==> src/rtl/keypad_pkg.sv <==
// ---------------------------------------------------------------------------
// keypad_pkg
//
// Shared definitions for the keypad front end:
//   - state_t      : scanner / debouncer state encoding
//   - KEY_CODE_W   : width of an emitted hex key code
//   - KEY_MAP      : 16-entry (row, col) -> hex code table, indexed {row, col}
//   - lowest_row() : priority pick of the lowest active row line
//   - key_lookup() : table lookup wrapper for a latched (row, col) pair
// ---------------------------------------------------------------------------
package keypad_pkg;

    localparam int KEY_CODE_W = 4;

    typedef enum logic [1:0] {
        SCAN     = 2'd0,
        DEBOUNCE = 2'd1,
        PRESSED  = 2'd2,
        RELEASE  = 2'd3
    } state_t;

    // Physical keypad legend. Row 3 carries '*' (E), '0', '#' (F) and 'D'.
    localparam logic [KEY_CODE_W-1:0] KEY_MAP [16] = '{
        4'h1, 4'h2, 4'h3, 4'hA,
        4'h4, 4'h5, 4'h6, 4'hB,
        4'h7, 4'h8, 4'h9, 4'hC,
        4'hE, 4'h0, 4'hF, 4'hD
    };

    // When several rows are active in the same column the lowest index wins.
    function automatic logic [1:0] lowest_row(input logic [3:0] rows);
        if (rows[0]) begin
            return 2'd0;
        end else if (rows[1]) begin
            return 2'd1;
        end else if (rows[2]) begin
            return 2'd2;
        end else begin
            return 2'd3;
        end
    endfunction

    function automatic logic [KEY_CODE_W-1:0] key_lookup(input logic [1:0] row,
                                                         input logic [1:0] col);
        return KEY_MAP[{row, col}];
    endfunction

endpackage

==> src/rtl/sync_2ff.sv <==
// ---------------------------------------------------------------------------
// sync_2ff
//
// Two-flop synchroniser for asynchronous level inputs (keypad rows, panel
// switches). Each bit is synchronised independently, so a multi-bit bus is
// only safe for signals whose bits may be sampled on different cycles.
//
// Parameters:
//   WIDTH  number of independent bits
// Ports:
//   clk    system clock
//   rst_n  asynchronous active-low reset, clears both stages
//   d      asynchronous input
//   q      synchronised output, two clk cycles behind d
// ---------------------------------------------------------------------------
module sync_2ff #(
    parameter int WIDTH = 1
) (
    input  logic             clk,
    input  logic             rst_n,
    input  logic [WIDTH-1:0] d,
    output logic [WIDTH-1:0] q
);

    logic [WIDTH-1:0] meta;

    // First stage may go metastable; only the second stage is consumed.
    always_ff @(posedge clk or negedge rst_n) begin
        if (!rst_n) begin
            meta <= '0;
            q    <= '0;
        end else begin
            meta <= d;
            q    <= meta;
        end
    end

endmodule

==> src/rtl/keypad_scan_debounce.sv <==
// ---------------------------------------------------------------------------
// keypad_scan_debounce
//
// Scans a 4x4 hex keypad one column at a time, debounces a press and its
// release, and emits a hex code with a one-cycle valid strobe per press.
// key_code/key_valid feed the register-bank write data/enable downstream.
//
// Parameters:
//   SCAN_DIV      cycles each column stays selected while scanning (>= 3)
//   DEBOUNCE_CNT  stable cycles needed to accept a press and a release
//   REPEAT_CNT    autorepeat period in cycles (autorepeat build only)
// Ports:
//   clk        system clock
//   rst_n      asynchronous active-low reset
//   row_in     keypad row lines, active-high, for the column on col_sel
//   col_sel    column currently driven
//   key_code   hex code of the last accepted key
//   key_valid  one-cycle strobe when key_code is (re)issued
//   key_held   high while an accepted key remains pressed
//
// Build option:
//   KEYPAD_AUTOREPEAT_EN  when defined, a held key re-strobes key_valid every
//                         REPEAT_CNT cycles; when undefined, one strobe per
//                         press and no repeat counter exists.
// ---------------------------------------------------------------------------
module keypad_scan_debounce
    import keypad_pkg::*;
#(
    parameter logic [15:0] SCAN_DIV     = 16'd1000,
    parameter logic [15:0] DEBOUNCE_CNT = 16'd5000,
    parameter logic [23:0] REPEAT_CNT   = 24'd2_000_000
) (
    input  logic                  clk,
    input  logic                  rst_n,
    input  logic [3:0]            row_in,
    output logic [1:0]            col_sel,
    output logic [KEY_CODE_W-1:0] key_code,
    output logic                  key_valid,
    output logic                  key_held
);

    localparam int DIV_W = $clog2(int'(SCAN_DIV) + 1);
    localparam int CNT_W = $clog2(int'(DEBOUNCE_CNT) + 1);

    localparam logic [DIV_W-1:0] DIV_LAST  = DIV_W'(SCAN_DIV - 16'd1);
    localparam logic [DIV_W-1:0] DIV_GUARD = DIV_W'(2);
    localparam logic [CNT_W-1:0] CNT_LAST  = CNT_W'(DEBOUNCE_CNT - 16'd1);

    // A misconfigured instance (too short a scan window, zero-length
    // debounce or repeat period) never leaves SCAN instead of misbehaving.
    localparam logic PARAMS_VALID = (SCAN_DIV >= 16'd3) &&
                                    (DEBOUNCE_CNT != 16'd0) &&
                                    (REPEAT_CNT != 24'd0);

`ifdef KEYPAD_AUTOREPEAT_EN
    localparam int REP_W = $clog2(int'(REPEAT_CNT) + 1);
    localparam logic [REP_W-1:0] REP_LAST = REP_W'(REPEAT_CNT - 24'd1);

    logic [REP_W-1:0] rep_q;
    logic [REP_W-1:0] rep_d;
`endif

    state_t                state_q;
    state_t                state_d;
    logic [1:0]            col_q;
    logic [1:0]            col_d;
    logic [DIV_W-1:0]      div_q;
    logic [DIV_W-1:0]      div_d;
    logic [CNT_W-1:0]      cnt_q;
    logic [CNT_W-1:0]      cnt_d;
    logic [1:0]            row_q;
    logic [1:0]            row_d;
    logic [KEY_CODE_W-1:0] code_q;
    logic [KEY_CODE_W-1:0] code_d;
    logic                  valid_q;
    logic                  valid_d;
    logic                  held_q;
    logic                  held_d;

    logic [3:0]            row_s;
    logic                  row_hit;

    sync_2ff #(
        .WIDTH (4)
    ) u_row_sync (
        .clk   (clk),
        .rst_n (rst_n),
        .d     (row_in),
        .q     (row_s)
    );

    // While a key is being tracked col_sel is frozen, so the latched row
    // alone identifies the line to watch.
    assign row_hit = row_s[row_q];

    // State and datapath registers; everything clears asynchronously.
    always_ff @(posedge clk or negedge rst_n) begin
        if (!rst_n) begin
            state_q <= SCAN;
            col_q   <= 2'd0;
            div_q   <= '0;
            cnt_q   <= '0;
            row_q   <= 2'd0;
            code_q  <= '0;
            valid_q <= 1'b0;
            held_q  <= 1'b0;
`ifdef KEYPAD_AUTOREPEAT_EN
            rep_q   <= '0;
`endif
        end else begin
            state_q <= state_d;
            col_q   <= col_d;
            div_q   <= div_d;
            cnt_q   <= cnt_d;
            row_q   <= row_d;
            code_q  <= code_d;
            valid_q <= valid_d;
            held_q  <= held_d;
`ifdef KEYPAD_AUTOREPEAT_EN
            rep_q   <= rep_d;
`endif
        end
    end

    // Next-state logic. key_valid defaults low so every strobe lasts exactly
    // one cycle; key_code only moves on the cycle that raises the strobe.
    always_comb begin
        state_d = state_q;
        col_d   = col_q;
        div_d   = div_q;
        cnt_d   = cnt_q;
        row_d   = row_q;
        code_d  = code_q;
        valid_d = 1'b0;
        held_d  = held_q;
`ifdef KEYPAD_AUTOREPEAT_EN
        rep_d   = rep_q;
`endif

        case (state_q)
            SCAN: begin
                // The first two cycles of a column still show the previous
                // column's rows through the synchroniser, hence the guard.
                if ((row_s != 4'd0) && (div_q >= DIV_GUARD) && PARAMS_VALID) begin
                    row_d   = lowest_row(row_s);
                    cnt_d   = '0;
                    div_d   = '0;
                    state_d = DEBOUNCE;
                end else if (div_q == DIV_LAST) begin
                    div_d = '0;
                    col_d = col_q + 2'd1;
                end else begin
                    div_d = div_q + DIV_W'(1);
                end
            end

            DEBOUNCE: begin
                if (!row_hit) begin
                    // Bounce: resume scanning in the same column, fresh window.
                    cnt_d   = '0;
                    div_d   = '0;
                    state_d = SCAN;
                end else if (cnt_q == CNT_LAST) begin
                    code_d  = key_lookup(row_q, col_q);
                    valid_d = 1'b1;
                    held_d  = 1'b1;
                    cnt_d   = '0;
                    state_d = PRESSED;
`ifdef KEYPAD_AUTOREPEAT_EN
                    rep_d   = '0;
`endif
                end else begin
                    cnt_d = cnt_q + CNT_W'(1);
                end
            end

            PRESSED: begin
                if (!row_hit) begin
                    cnt_d   = '0;
                    state_d = RELEASE;
`ifdef KEYPAD_AUTOREPEAT_EN
                    rep_d   = '0;
`endif
                end else begin
`ifdef KEYPAD_AUTOREPEAT_EN
                    if (rep_q == REP_LAST) begin
                        valid_d = 1'b1;
                        rep_d   = '0;
                    end else begin
                        rep_d = rep_q + REP_W'(1);
                    end
`endif
                end
            end

            RELEASE: begin
`ifdef KEYPAD_AUTOREPEAT_EN
                rep_d = '0;
`endif
                if (row_hit) begin
                    // Release bounce: still the same press, so no new strobe.
                    cnt_d   = '0;
                    state_d = PRESSED;
                end else if (cnt_q == CNT_LAST) begin
                    held_d  = 1'b0;
                    cnt_d   = '0;
                    div_d   = '0;
                    state_d = SCAN;
                end else begin
                    cnt_d = cnt_q + CNT_W'(1);
                end
            end

            default: begin
                state_d = SCAN;
            end
        endcase
    end

    assign col_sel   = col_q;
    assign key_code  = code_q;
    assign key_valid = valid_q;
    assign key_held  = held_q;

endmodule

==> config.mk <==
export PLATFORM = sky130hd
export DESIGN_NAME = keypad_scan_debounce
export DESIGN_NICKNAME = d
export VERILOG_FILES = /design/src/rtl/keypad_pkg.sv /design/src/rtl/sync_2ff.sv /design/src/rtl/keypad_scan_debounce.sv
export SDC_FILE = /design/constraint.sdc
export NUM_CORES = 1
export LEC_CHECK = 0
export BUFFER_PORTS_ARGS = -buffer_cell sky130_fd_sc_hd__buf_2
export CAP_MARGIN = 10
export CORE_MARGIN = 2
export CORE_UTILIZATION = 54
export DETAILED_ROUTE_END_ITERATION = 8
export GPL_TIMING_DRIVEN = 0
export PLACE_DENSITY = 0.76
export SLEW_MARGIN = 20
export SYNTH_ARGS = -nofsm -noshare
export SYNTH_HDL_FRONTEND = slang
export SYNTH_HIERARCHICAL = 1
export SYNTH_SLANG_ARGS = --single-unit
==> constraint.sdc <==
create_clock -name clk -period 2.05 [get_ports clk]
set_input_delay 0.1025 -clock clk [delete_from_list [all_inputs] [get_ports clk]]
set_output_delay 0.1025 -clock clk [all_outputs]
set_load 0.005 [all_outputs]
==> impl_results.md <==
- Status: complete, but fails checks
- Failing checks: negative setup slack
- N_diodes: 0
- Worst-skew pair later-pin latency: 0.31 ns
- Slowest CP cell: mux4_2
- Core area: 4030 um^2
- DP Area: 2430 um^2
- Number of flops mapped to enable cells by yosys: 0
- Antenna violations before repair: 0
- Top cell family by delay on the critical path: multiplexers
- Vias: 1899
- #FFs+latches synth: 43
- Largest net degree at the start of global routing: 44
- DP Cell Count: 287
- Initial Util: 56.8%
- Row count: 23
- Multi-input logic area: 1320 um^2
- Min-delay src: u_row_sync/meta[2]
- CTS tree: done
- Most used routing layer: met2
- Routed WL per cell: 15.6 um
- Clock Tree Buf Depth: 2
- Antenna viol nets, final: 0
- Commonest non-fill, non-tap cells in the layout: 40 x dfrtp_1, 28 x buf_4, 20 x nand2_1, 16 x buf_2, 13 x a21oi_1
- Die Ht: 69.1 um
- Area Overhead vs Synth: 29.2%
- Sum Neg Setup Slack: -0.159 ns
- Fill cells: 284
- Design area: 2960 um^2
- Hpwl dp: 2950 um
- Initial drt markers: 171
- Post-layout min period: 2.12 ns
- Leakage power: 0.00126 uW
- Fin cells: 324
- MaxCap Viol Count: 0
- GR met3 Demand/Resource: 4.82%
- Yosys warning count: 6
- Slew HR: 37.7%
- Die width: 69.1 um
- Hold slack final: 0.353 ns
- Final hold vios: 0
- Reg2reg start: row_q[0]
- Routed WL: 5060 um
- Number of I/O pins: 14
- Root buffer cell: clkbuf_8
- Worst-margin pin slew: 0.934 ns
- Synthesized area: 2290 um^2
- RSZ-0062 raised after global routing: yes
- Routability Congestion: 0.804
- Post-synth ARST share: 100%
- Achievable Freq: 473 MHz
- Startpoint types: register
- Final Cycle Share: 103%
- WP buf/inv: 2
- WHS Path Cells: 0
- Drt first pass iters: 4
- Commonest non-fill, non-tap cell in the layout: dfrtp_1
- Setup crit end kind: register
- Peak VDD IR: 0.700 mV
- Pre-CTS setup slack: -0.270 ns
- Share of cells above drive strength 1: 36.9%
- M1 GR Usage: 27.8%
- Required @ worst endpoint: 2.26 ns
- Final worst slack: -0.0661 ns
- Vias in the first global route: 1781
- Cell count of the worst reg-to-reg path: 7
- Power density over the cells: 971 nW/um^2
- Post-synth top flop: dfrtp_1
- Reg area: 1080 um^2
- Mean post-synth cell area: 10.2 um^2
- Global-route congestion overflow total: 0
- Worst EP arrival: 2.33 ns
- Mapped Nets: 237
- Drt via density: 5.86
- Num CTS Buffers: 5
- Max Fanout on Critical Path: 5
- Final slew viol count: 0
- Worst-path clk slew: 0.09 ns
- CTS HTree Levels: 2
- Clock skew: 0.00984 ns
- Port Buf Inserts: 13
- Worst hold path class: register to register
- DRC Markers: 0
- FF-to-FF End: cnt_q[6]
- Max stage delay on crit path: 0.59 ns
- GR Util All Layers: 20.9%
- R2R Setup Slk: -0.07 ns
- Post-synthesis sequential area ratio: 47.0%
- # setup viols final: 5
- First-pass GRT wire length: 8120 um
- Gate Count Post-Synth: 224
- Synth cell types: 52
- Crit path kind: register to register
- Layout Nets: 286
- Critical Path, Cell by Cell: buf_6 > mux4_2 > xnor2_2 > nor3_2 > buf_4 > nand2b_1 > a31oi_1
- Die area: 4780 um^2
- Met2 GRT Util: 34.7%
- Hold EP: u_row_sync/q[2]
- CTS sink cnt: 43
==> registers in the layout (all words and copies together), names as in the netlist, named ones only <==
signal	flops
col_sel	2
key_held	1
key_code	4
row_q	2
u_row_sync/q	4
state_q	1
cnt_q	13
div_q	10
key_valid	1
u_row_sync/meta	4
==> power by group <==
group / leakage [uW] / switching, uW / total [uW] / internal (uW)
logic: 0.000651 / 664 / 1290 / 628
clock network: 0.0000408 / 324 / 567 / 244
registers: 0.000569 / 88.8 / 1010 / 924
total: 0.00126 / 1080 / 2870 / 1800
==> worst max path at each step <==
stage,start,to,slack (ns),depth (start not counted)
4_1_cts,div_q[0],cnt_q[2],-0.03,7
6_report,row_q[0],cnt_q[6],-0.07,7
3_3_place_gp,cnt_q[0],key_code[0],-0.27,5
2_1_floorplan,cnt_q[5],key_code[0],0.01,4
3_5_place_dp,cnt_q[0],div_q[6],-0.27,7
5_1_grt,row_q[0],cnt_q[6],-0.17,7
==> per-stage QoR <==
| stage | power (uW) | utilization, % |
|---|---|---|
| floorplan | 1720 | - |
| detailed placement | 1930 | 60.4 |
| finish | 2870 | 73.4 |
| global route | 3060 | 73.4 |
| global placement | 1910 | 60.4 |
| CTS | 2710 | 68.8 |
==> worst reg2reg max path, delay by kind of cell, from the launching register on <==
family                    cells  cell delay, ns
buffers and inverters         2            0.31
muxes                         1            0.59
DFF                           1            0.35
and+or+nand+nor               2            0.36
AOI/OAI and AO/OA             1            0.24
xor gates and xnor gates      1            0.19
==> area by class of cell <==
class	count	share of cell area [%]
multi-input combinational	162	44.5
sequential	43	36.5
timing repair buffer	46	10.9
clock buffer	5	2.33
tap	50	2.12
buffer	6	1.73
inverter	9	1.14
clock inverter	3	0.804
==> kinds of logic after synthesis <==
logic type	count (synthesis)	share of synthesized area, %
and+or+nand+nor	78	19.9
adders and majority gates	7	3.82
DFF	43	47.0
AOI/OAI and AO/OA	64	18.4
buffers and inverters	19	4.21
muxes	7	4.37
xor gates and xnor gates	6	2.30
==> layer usage <==
metal  routed length (um)  vias up  share of wire, %
met5                    0        -                 0
met4                   76        0               1.5
met3                  173        7               3.4
met2                 2520       39                50
met1                 2300      926                45
li1                     -      927                 -
==> synthesized netlist by cell type (all sizes together), types with 3 or more instances <==
cell type	number	area (um^2)
o31ai	5	42.5
buf	6	47.5
nor4	6	73.8
dfrtp	43	1080
clkbuf	4	15.0
nor3	5	25.0
a21oi	14	70.1
mux2	4	45.0
xor2	3	26.3
o21ai	16	80.1
and3	5	31.3
a41oi	3	26.3
nand4	3	18.8
nand3	6	30.0
nor2	12	45.0
ha	7	87.6
a31oi	8	50.1
a2bb2oi	4	35.0
xnor2	3	26.3
inv	9	33.8
nand2	22	82.6
or3	3	20.0
or2	5	31.3
==> what timing repair did <==
| action | 4_1_cts | 5_1_grt |
|---|---|---|
| hold buffers | 5 | 0 |
| setup endpoints to repair | 27 | 29 |
| gates resized for setup | 19 | 25 |
| pin swaps | 7 | 17 |
| gates cloned | 0 | 1 |
| endpoints found under the hold margin | 47 | 0 |
| setup buffers | 15 | 13 |
Note: power is estimated with default switching activity, not from simulation.
